### config.mk
export PLATFORM = sky130hd
export DESIGN_NAME = extensor_sinal_fila
export DESIGN_NICKNAME = d
export VERILOG_FILES = /design/src/rtl/extensor_pkg.sv /design/src/rtl/fila_extensor.sv /design/src/rtl/extensor_sinal_fila.sv
export SDC_FILE = /design/constraint.sdc
export NUM_CORES = 1
export LEC_CHECK = 0
export BUFFER_PORTS_ARGS = -buffer_cell sky130_fd_sc_hd__buf_2
export CORE_ASPECT_RATIO = 1.5
export CORE_MARGIN = 2
export CORE_UTILIZATION = 47
export DETAILED_ROUTE_END_ITERATION = 10
export GPL_TIMING_DRIVEN = 1
export PLACE_DENSITY = 0.73
export SLEW_MARGIN = 25
export SYNTH_ARGS = -nofsm -noshare
export SYNTH_HDL_FRONTEND = slang
export SYNTH_HIERARCHICAL = 1
export SYNTH_SLANG_ARGS = --single-unit
### constraint.sdc
create_clock -name Clock -period 1.5 [get_ports Clock]
set_input_delay 0.15 -clock Clock [delete_from_list [all_inputs] [get_ports Clock]]
set_output_delay 0.15 -clock Clock [all_outputs]
set_load 0.005 [all_outputs]
### src/rtl/extensor_pkg.sv
// Shared definitions for the immediate sign-extension block and its result queue.
package extensor_pkg;

  // Operation selected by Modo, sampled together with Entrada.
  typedef enum logic [1:0] {
    MODO_ZERO    = 2'b00,  // zero-extend
    MODO_SINAL   = 2'b01,  // sign-extend
    MODO_DESLOC1 = 2'b10,  // sign-extend, shift left by 1
    MODO_DESLOCN = 2'b11   // sign-extend, shift left by SHIFT
  } modo_e;

endpackage

### src/rtl/fila_extensor.sv
// Small ready/valid result queue. The head entry is presented combinationally,
// so a write into an empty queue is visible on rd_data the cycle after it lands.
// wr_ready depends only on the registered occupancy, never on rd_ready.
module fila_extensor
  import extensor_pkg::*;
#(
  parameter int W     = 9,
  parameter int DEPTH = 2
) (
  input  logic         clk,
  input  logic         rst_n,
  input  logic         wr_valid,
  output logic         wr_ready,
  input  logic [W-1:0] wr_data,
  output logic         rd_valid,
  input  logic         rd_ready,
  output logic [W-1:0] rd_data
);

  localparam int PTR_W = (DEPTH > 1) ? $clog2(DEPTH) : 1;
  localparam int CNT_W = $clog2(DEPTH + 1);
  localparam logic [CNT_W-1:0] CNT_MAX  = CNT_W'(DEPTH);
  localparam logic [PTR_W-1:0] PTR_LAST = PTR_W'(DEPTH - 1);

  logic [W-1:0]     mem_q [DEPTH];
  logic [W-1:0]     mem_d [DEPTH];
  logic [PTR_W-1:0] wr_ptr_q, wr_ptr_d;
  logic [PTR_W-1:0] rd_ptr_q, rd_ptr_d;
  logic [CNT_W-1:0] count_q, count_d;
  logic             push;
  logic             pop;

  assign wr_ready = (count_q != CNT_MAX);
  assign rd_valid = (count_q != '0);
  assign push     = wr_valid && wr_ready;
  assign pop      = rd_valid && rd_ready;

  // Empty queue drives zeros so the outputs are stable and match the reset value.
  assign rd_data  = rd_valid ? mem_q[rd_ptr_q] : '0;

  // Pointer and occupancy update; pointers wrap explicitly so any DEPTH works.
  always_comb begin
    wr_ptr_d = wr_ptr_q;
    rd_ptr_d = rd_ptr_q;
    count_d  = count_q;
    if (push) begin
      wr_ptr_d = (wr_ptr_q == PTR_LAST) ? '0 : wr_ptr_q + 1'b1;
    end
    if (pop) begin
      rd_ptr_d = (rd_ptr_q == PTR_LAST) ? '0 : rd_ptr_q + 1'b1;
    end
    case ({push, pop})
      2'b10:   count_d = count_q + 1'b1;
      2'b01:   count_d = count_q - 1'b1;
      default: count_d = count_q;
    endcase
  end

  // Storage write: only the tail slot changes on an accepted write.
  always_comb begin
    for (int i = 0; i < DEPTH; i++) begin
      mem_d[i] = mem_q[i];
      if (push && (wr_ptr_q == PTR_W'(i))) begin
        mem_d[i] = wr_data;
      end
    end
  end

  // Control state with asynchronous clear; stale storage is hidden by rd_valid.
  always_ff @(posedge clk or negedge rst_n) begin
    if (!rst_n) begin
      wr_ptr_q <= '0;
      rd_ptr_q <= '0;
      count_q  <= '0;
    end else begin
      wr_ptr_q <= wr_ptr_d;
      rd_ptr_q <= rd_ptr_d;
      count_q  <= count_d;
    end
  end

  // Storage register array, no reset needed.
  always_ff @(posedge clk) begin
    mem_q <= mem_d;
  end

endmodule

### src/rtl/extensor_sinal_fila.sv
// Immediate extender: zero/sign extension with optional left shift and overflow
// flag, followed by a small result queue with ready/valid on both sides.
module extensor_sinal_fila
  import extensor_pkg::*;
#(
  parameter int IN_W  = 5,
  parameter int OUT_W = 8,
  parameter int SHIFT = 2,
  parameter int DEPTH = 2
) (
  input  logic             Clock,
  input  logic             Reset_n,
  input  logic [IN_W-1:0]  Entrada,
  input  logic [1:0]       Modo,
  input  logic             ValidoEntrada,
  output logic             ProntoEntrada,
  output logic [OUT_W-1:0] Resultado,
  output logic             Truncado,
  output logic             ValidoSaida,
  input  logic             ProntoSaida
);

  // Parameter sanity: refuse to elaborate impossible configurations.
  if (!(OUT_W > IN_W && IN_W >= 2)) begin : g_bad_width
    $error("extensor_sinal_fila: need OUT_W > IN_W >= 2");
  end
  if (!(SHIFT >= 1 && SHIFT < OUT_W)) begin : g_bad_shift
    $error("extensor_sinal_fila: need 1 <= SHIFT < OUT_W");
  end
  if (DEPTH < 1) begin : g_bad_depth
    $error("extensor_sinal_fila: need DEPTH >= 1");
  end

  logic [OUT_W-1:0] zext;
  logic [OUT_W-1:0] sext;
  logic [1:0]       top_1;
  logic [SHIFT:0]   top_n;
  logic [OUT_W-1:0] res;
  logic             trunc;
  logic [OUT_W:0]   head;

  assign zext = {{(OUT_W - IN_W){1'b0}}, Entrada};
  assign sext = {{(OUT_W - IN_W){Entrada[IN_W-1]}}, Entrada};

  // Bits that become the shifted-out bits plus the new MSB; the shift is lossless
  // only when they are all copies of the sign bit.
  assign top_1 = sext[OUT_W-1 -: 2];
  assign top_n = sext[OUT_W-1 -: SHIFT + 1];

  // Extension, shift and truncation detection for the selected mode.
  always_comb begin
    res   = zext;
    trunc = 1'b0;
    case (modo_e'(Modo))
      MODO_ZERO: begin
        res = zext;
      end
      MODO_SINAL: begin
        res = sext;
      end
      MODO_DESLOC1: begin
        res   = sext << 1;
        trunc = !((&top_1) || !(|top_1));
      end
      MODO_DESLOCN: begin
        res   = sext << SHIFT;
        trunc = !((&top_n) || !(|top_n));
      end
      default: begin
        res   = zext;
        trunc = 1'b0;
      end
    endcase
  end

  fila_extensor #(
    .W     (OUT_W + 1),
    .DEPTH (DEPTH)
  ) u_fila (
    .clk      (Clock),
    .rst_n    (Reset_n),
    .wr_valid (ValidoEntrada),
    .wr_ready (ProntoEntrada),
    .wr_data  ({trunc, res}),
    .rd_valid (ValidoSaida),
    .rd_ready (ProntoSaida),
    .rd_data  (head)
  );

  assign Truncado  = head[OUT_W];
  assign Resultado = head[OUT_W-1:0];

endmodule
* Word level (Yosys, flattened, before mapping)
Index checks and enable logic that the tools add are counted.
Word-level totals: logic and storage cells 33, bits in read-only memories 0, register bits 20, RAM bits 0, bits of input ports 11, memories kept 0, bits in latches 0, output and inout port bits 11
Operators by class: muxes and demuxes 8, reduce and logical (&&, ||, !) cells 7, bitwise operators 2, eq/ne operators 6, shift-type cells 0, magnitude comparators 1, multiply operators 0, divide/modulo/power cells 0, $add $sub $neg 4
Operator list (count):
- one-hot mux 8 bit (4 select lines) | 1
- 2-to-1 mux 9 bit | 3
- 2-to-1 mux 8 bit | 1
- == test 2 bit, second input constant | 3
- == test 2 x 1 -> 1 bit, second input constant | 2
- logical AND 1 bit | 4
- one-hot mux 2 bit (2 select lines) | 1
- nonzero test 2 bit | 2
- adder 1 bit, second input constant | 2
- adder 2 x 1 -> 2 bit, second input constant | 1
- greater-or-equal comparator 2 bit, second input constant | 1
- logical NOT 2 bit | 1
- 2-to-1 mux 1 bit | 2
- != test 2 bit, second input constant | 1
- inverter 1 -> 2 bit | 1
- subtractor 2 x 1 -> 2 bit, second input constant | 1
- inverter 1 bit | 1

* Longest topological paths before layout
depth after elaboration 5, mapped depth 6, mapped depth without buffers 6

* Modules after synthesis
The synthesis kept the hierarchy.
By module, submodules not included:
- fila_extensor | area each 878.3 µm², cells an instance 56, instances 1, seq. area each 640.6 µm²
- extensor_sinal_fila | area each 130.1 µm², cells an instance 20, instances 1, seq. area each 0.0 µm²

* Least setup slack after synthesis
OpenSTA, ideal clock, no wires.
kind register to register, start reg u_fila.count_q[0], end reg u_fila/mem_q[10] (netlist bit) (enable), library setup time 0.374 ns, data required time 1.126 ns, data arrival time 1.048 ns, setup slack 0.078 ns, stages on the path, launching flop included 4, path buffers 0, cell sequence dfrtp_1 -> nand2b_4 -> nand2_1 -> nor2_1
On the way: word-level cells in the longest chain between the ends 3
Ends and longest elaborated chain:
- start: declaration | RTL line fila_extensor.sv:29 | logic [CNT_W-1:0] count_q, count_d;
- start signal: assignment | RTL line fila_extensor.sv:78 | count_q <= count_d;
- != test 2 bit | RTL line fila_extensor.sv:33 | assign wr_ready = (count_q != CNT_MAX);
- named net ProntoEntrada | RTL line extensor_sinal_fila.sv:16 | output logic ProntoEntrada,
- logical AND 1 bit | RTL line fila_extensor.sv:35 | assign push = wr_valid && wr_ready;
- logical AND 1 bit | RTL line fila_extensor.sv:63 | if (push && (wr_ptr_q == PTR_W'(i))) begin
- end signal: assignment | RTL line fila_extensor.sv:84 | mem_q <= mem_d;
- end: declaration | RTL line fila_extensor.sv:25 | logic [W-1:0] mem_q [DEPTH];
The timed path passes the listed nets, and every way through them passes these cells. A chain may end at the register's enable or synchronous reset.

* Worst setup path after layout
start reg u_fila.count_q[0], end out Resultado[3]
On the way: word-level cells in the longest chain between the ends 2
Ends and longest elaborated chain:
- nonzero test 2 bit | RTL line fila_extensor.sv:34 | assign rd_valid = (count_q != '0);
- 2-to-1 mux 9 bit | RTL line fila_extensor.sv:39 | assign rd_data = rd_valid ? mem_q[rd_ptr_q] : '0;
- end: declaration | RTL line extensor_sinal_fila.sv:17 | output logic [OUT_W-1:0] Resultado,
No other way between the ends.

==> tab_implementation.tex <==
\begin{tabular}{lr}
\hline
Metric & Value \\
\hline
\multicolumn{2}{l}{\textbf{Run status}} \\
Result of the run & complete, no violations \\
\multicolumn{2}{l}{\textbf{CTS}} \\
Clock latency on the worst-skew pair & $\sim$0.3 ns \\
Largest buffer count on any clock path & 2 \\
Clock transition at path regs & roughly 0.11 ns \\
CTS tree & built \\
Clock Sink Count & 22 \\
Cell chosen for the clock root & sky130\_fd\_sc\_hd\_\_clkbuf\_4 \\
Number of buffers added by the clock tree synthesis step & 3 \\
Number of H-tree levels & 1 \\
\multicolumn{2}{l}{\textbf{STA}} \\
F\_max & around 0.7 GHz \\
Post-layout minimum cycle time & $\sim$1.4 ns \\
Final hold vios & 0 \\
Post-route fraction of the period consumed by the critical path & roughly 93\% \\
\# setup viols final & 0 \\
Post-route clock skew & about 0.0037 ns \\
Final-layout setup total negative slack & 0 ns \\
Max Slew Vio Count & 0 \\
Unrepaired setup endpoints after global routing & false \\
\multicolumn{2}{l}{\textbf{Final layout}} \\
Most common cell after layout, fill and taps aside & sky130\_fd\_sc\_hd\_\_buf\_2 \\
Number of inserted diodes & 0 \\
Layout cells sized above 1 & about a third \\
Number of nets in the finished design & $\sim$120 \\
Commonest cells after routing, fill and taps aside & sky130\_fd\_sc\_hd\_\_buf\_2, sky130\_fd\_sc\_hd\_\_edfxtp\_1, sky130\_fd\_sc\_hd\_\_mux2i\_1, sky130\_fd\_sc\_hd\_\_nor2\_1, sky130\_fd\_sc\_hd\_\_clkbuf\_4 \\
Relative area change from synthesis to final layout & 21.8\% \\
\multicolumn{2}{l}{\textbf{Global route}} \\
Overall overflow remaining after global route & 0 \\
Wire length of the first global-routing pass & $\sim$2500 µm \\
Initial antenna violation count & 0 \\
Number of global-route vias before repair & approximately 590 \\
Maximum number of pins on one net before global-route repair & 14 \\
Total Routing Usage GR & 13.7\% \\
\multicolumn{2}{l}{\textbf{Yosys}} \\
Count of flip-flops with a built-in enable after synthesis & 18 \\
Number of register bits inferred by synthesis & 22 \\
Number of library cell types mapped by synthesis & 20 \\
Area of the mapped netlist & 0.00101 mm² \\
Post-synthesis area per instance & 13.3 µm² \\
Top\_reg\_cell synth & sky130\_fd\_sc\_hd\_\_edfxtp\_1 \\
Fraction of the yosys area taken by sequential cells & 63.5\% \\
Share of flip-flops with an asynchronous set or reset & a little under a fifth \\
Cell count after synthesis & 76 \\
Warnings from Yosys & 6 \\
\multicolumn{2}{l}{\textbf{Power and ir drop}} \\
Leakage & between 0.5 and 0.6 nW \\
Largest voltage drop on the vdd net & slightly above 1000 µV \\
NetSw & roughly 0.69 mW \\
Gate power share & between 30\% and 40\% \\
Proportion of power drawn by the clock network & between 10\% and 20\% \\
P\_int & approximately 1.6 mW \\
Sw Ratio & 30.2\% \\
Overall power of the completed layout & 2.27 mW \\
Total power per unit cell area & roughly 1800 mW/mm² \\
Part of the power in registers & 42.0\% \\
\multicolumn{2}{l}{\textbf{Route}} \\
Number of detailed-routing iterations run before antenna repair & 2 \\
Routed vias & between 600 and 700 \\
Final wirelength & about 1600 µm \\
Average wire length per cell after detail routing & about 12 µm \\
Vias per cell & slightly below 5 \\
DRT iter0 DRCs & 16 \\
Antenna viol nets, final & 0 \\
Post-route DRC violation count & 0 \\
\multicolumn{2}{l}{\textbf{Floorplan}} \\
Placeable core region & roughly 0.0020 mm² \\
Width of the die & 41.8 µm \\
Die Footprint & roughly 0.0025 mm² \\
I/O Pins & 22 \\
Initial core utilization & around half \\
Die Y-Extent & around 60 µm \\
Number of core rows & 20 \\
\multicolumn{2}{l}{\textbf{Flow run}} \\
Number of violations of the max-capacitance limit & 0 \\
\multicolumn{2}{l}{\textbf{Place}} \\
Gp weighted congestion & a little over 0.7 \\
Detail Placement HPWL & roughly 1200 µm \\
Number of buffers inserted by port buffering & 21 \\
\multicolumn{2}{l}{\textbf{Min path}} \\
Type of the worst min-delay path & primary input to asynchronous set/reset pin \\
\multicolumn{2}{l}{\textbf{Setup path}} \\
Data arrival time of the critical path & roughly 1.3 ns \\
Delay of the slowest cell on the worst path & 0.46 ns \\
Startpoint kind of the worst setup timing path & flop \\
Cells along the critical path & nor2\_2 -> buf\_6 -> nor2\_1 -> buf\_2 \\
Largest fanout of any net on the critical path & 10 \\
Slowest stage cell, crit path & sky130\_fd\_sc\_hd\_\_dfrtp\_2 \\
Cell family contributing the most delay on the critical path & flip-flops \\
Count of buffering cells on the critical path with inverters included & 2 \\
Type of destination of the critical path & output pin \\
Required time reported for the critical path endpoint & about 1.4 ns \\
Kind of critical path & flop to output pin \\
\hline
\end{tabular}
==> cells by family after synthesis <==
group	after synthesis	synth area share, %
AO/OA/AOI/OAI	5	2.73
XOR/XNOR	5	4.34
adder cells (fa/ha/maj)	1	1.24
buffers and inverters	6	3.35
flip-flops	22	63.5
multiplexers	14	13.9
other	1	0.372
AND/OR/NAND/NOR	22	10.5
==> layout make-up <==
| class | count | area (µm²) |
|---|---|---|
| clock buffer | 3 | 22.5 |
| tap | 22 | 27.5 |
| timing repair buffer | 27 | 156 |
| fill | 177 | 798 |
| multi-input combinational | 49 | 340 |
| sequential | 22 | 644 |
| inverter | 2 | 7.51 |
| clock inverter | 1 | 30.0 |
==> path summary, 6_finish.rpt <==
kind / startpoint / endpoint / slack, ns / cells past startpoint
setup / recovery: u_fila/count_q[0] / Resultado[3] / 0.1 / 4
min in group Clock: ValidoEntrada / u_fila/wr_ptr_q / 0.16 / 3
hold reg to reg: u_fila/wr_ptr_q / u_fila/wr_ptr_q / 0.50 / 1
hold / removal: Reset_n / u_fila/wr_ptr_q / 0.16 / 2
max in group asynchronous: Reset_n / u_fila/count_q[0] / 1.21 / 2
setup reg to reg: u_fila/count_q[0] / u_fila/count_q[1] / 0.14 / 5
==> cells in the mapped netlist, drive strengths merged (2+ instances only) <==
library cell / count / area share (%)
a21oi: 3 / 1.5
buf: 4 / 2.6
dfrtp: 4 / 9.9
edfxtp: 18 / 54
inv: 2 / 0.74
mux2i: 14 / 14
nand2: 2 / 0.74
nor2: 15 / 5.6
nor2b: 2 / 1.5
xnor2: 3 / 2.6
xor2: 2 / 1.7
==> worst reg2reg max path: stages (launching register included) <==
cell	delay, ns
sky130_fd_sc_hd__dfrtp_2	0.42
sky130_fd_sc_hd__nand2b_4	0.14
sky130_fd_sc_hd__nand2_1	0.10
sky130_fd_sc_hd__ha_1	0.34
sky130_fd_sc_hd__nor2_1	0.13
sky130_fd_sc_hd__xor2_1	0.15
==> layer usage <==
layer	vias to the layer above	GRT usage [%]	part of all wire, %
met3	4	1.79	3.7
li1	319	-	-
met4	0	8.29	1.6
met1	280	14.8	40
met2	14	25.7	55
met5	-	0	0
==> registers in the layout, indices dropped and copies added, names as in the netlist <==
register / count
u_fila/mem_q: 18
u_fila/wr_ptr_q: 1
u_fila/rd_ptr_q: 1
u_fila/count_q: 2
==> power by group through the flow <==
stage | clock network [mW] | logic (mW) | registers, mW
2_1_floorplan | 0 | 0.547 | 0.934
3_3_place_gp | 0 | 0.755 | 1.01
3_5_place_dp | 0 | 0.776 | 1.02
4_1_cts | 0.449 | 0.781 | 1.01
5_1_grt | 0.487 | 0.980 | 0.968
6_report | 0.441 | 0.875 | 0.953
==> repair_timing <==
action | CTS | global route
endpoints found under the setup margin | 9 | 11
hold buffers | 1 | 0
pin swaps | 0 | 0
endpoints found under the hold margin | 4 | 0
gates cloned | 0 | 0
setup buffers | 0 | 2
resized for setup | 1 | 4
==> through the flow <==
step           util [%]  hold WS (ns)  instances  setup WS, ns  cell area, µm²
6_report           60.6         0.157        126        0.0981            1230
5_1_grt            60.6         0.152        126        0.0160            1230
4_1_cts            59.4         0.153        124       0.00491            1200
3_5_place_dp       56.3       -0.0413        119         0.125            1140
3_3_place_gp       56.3       -0.0416        119         0.183            1140
2_1_floorplan         -        -0.146         77        0.0780            1010
Power figures use the tool's default switching activity.
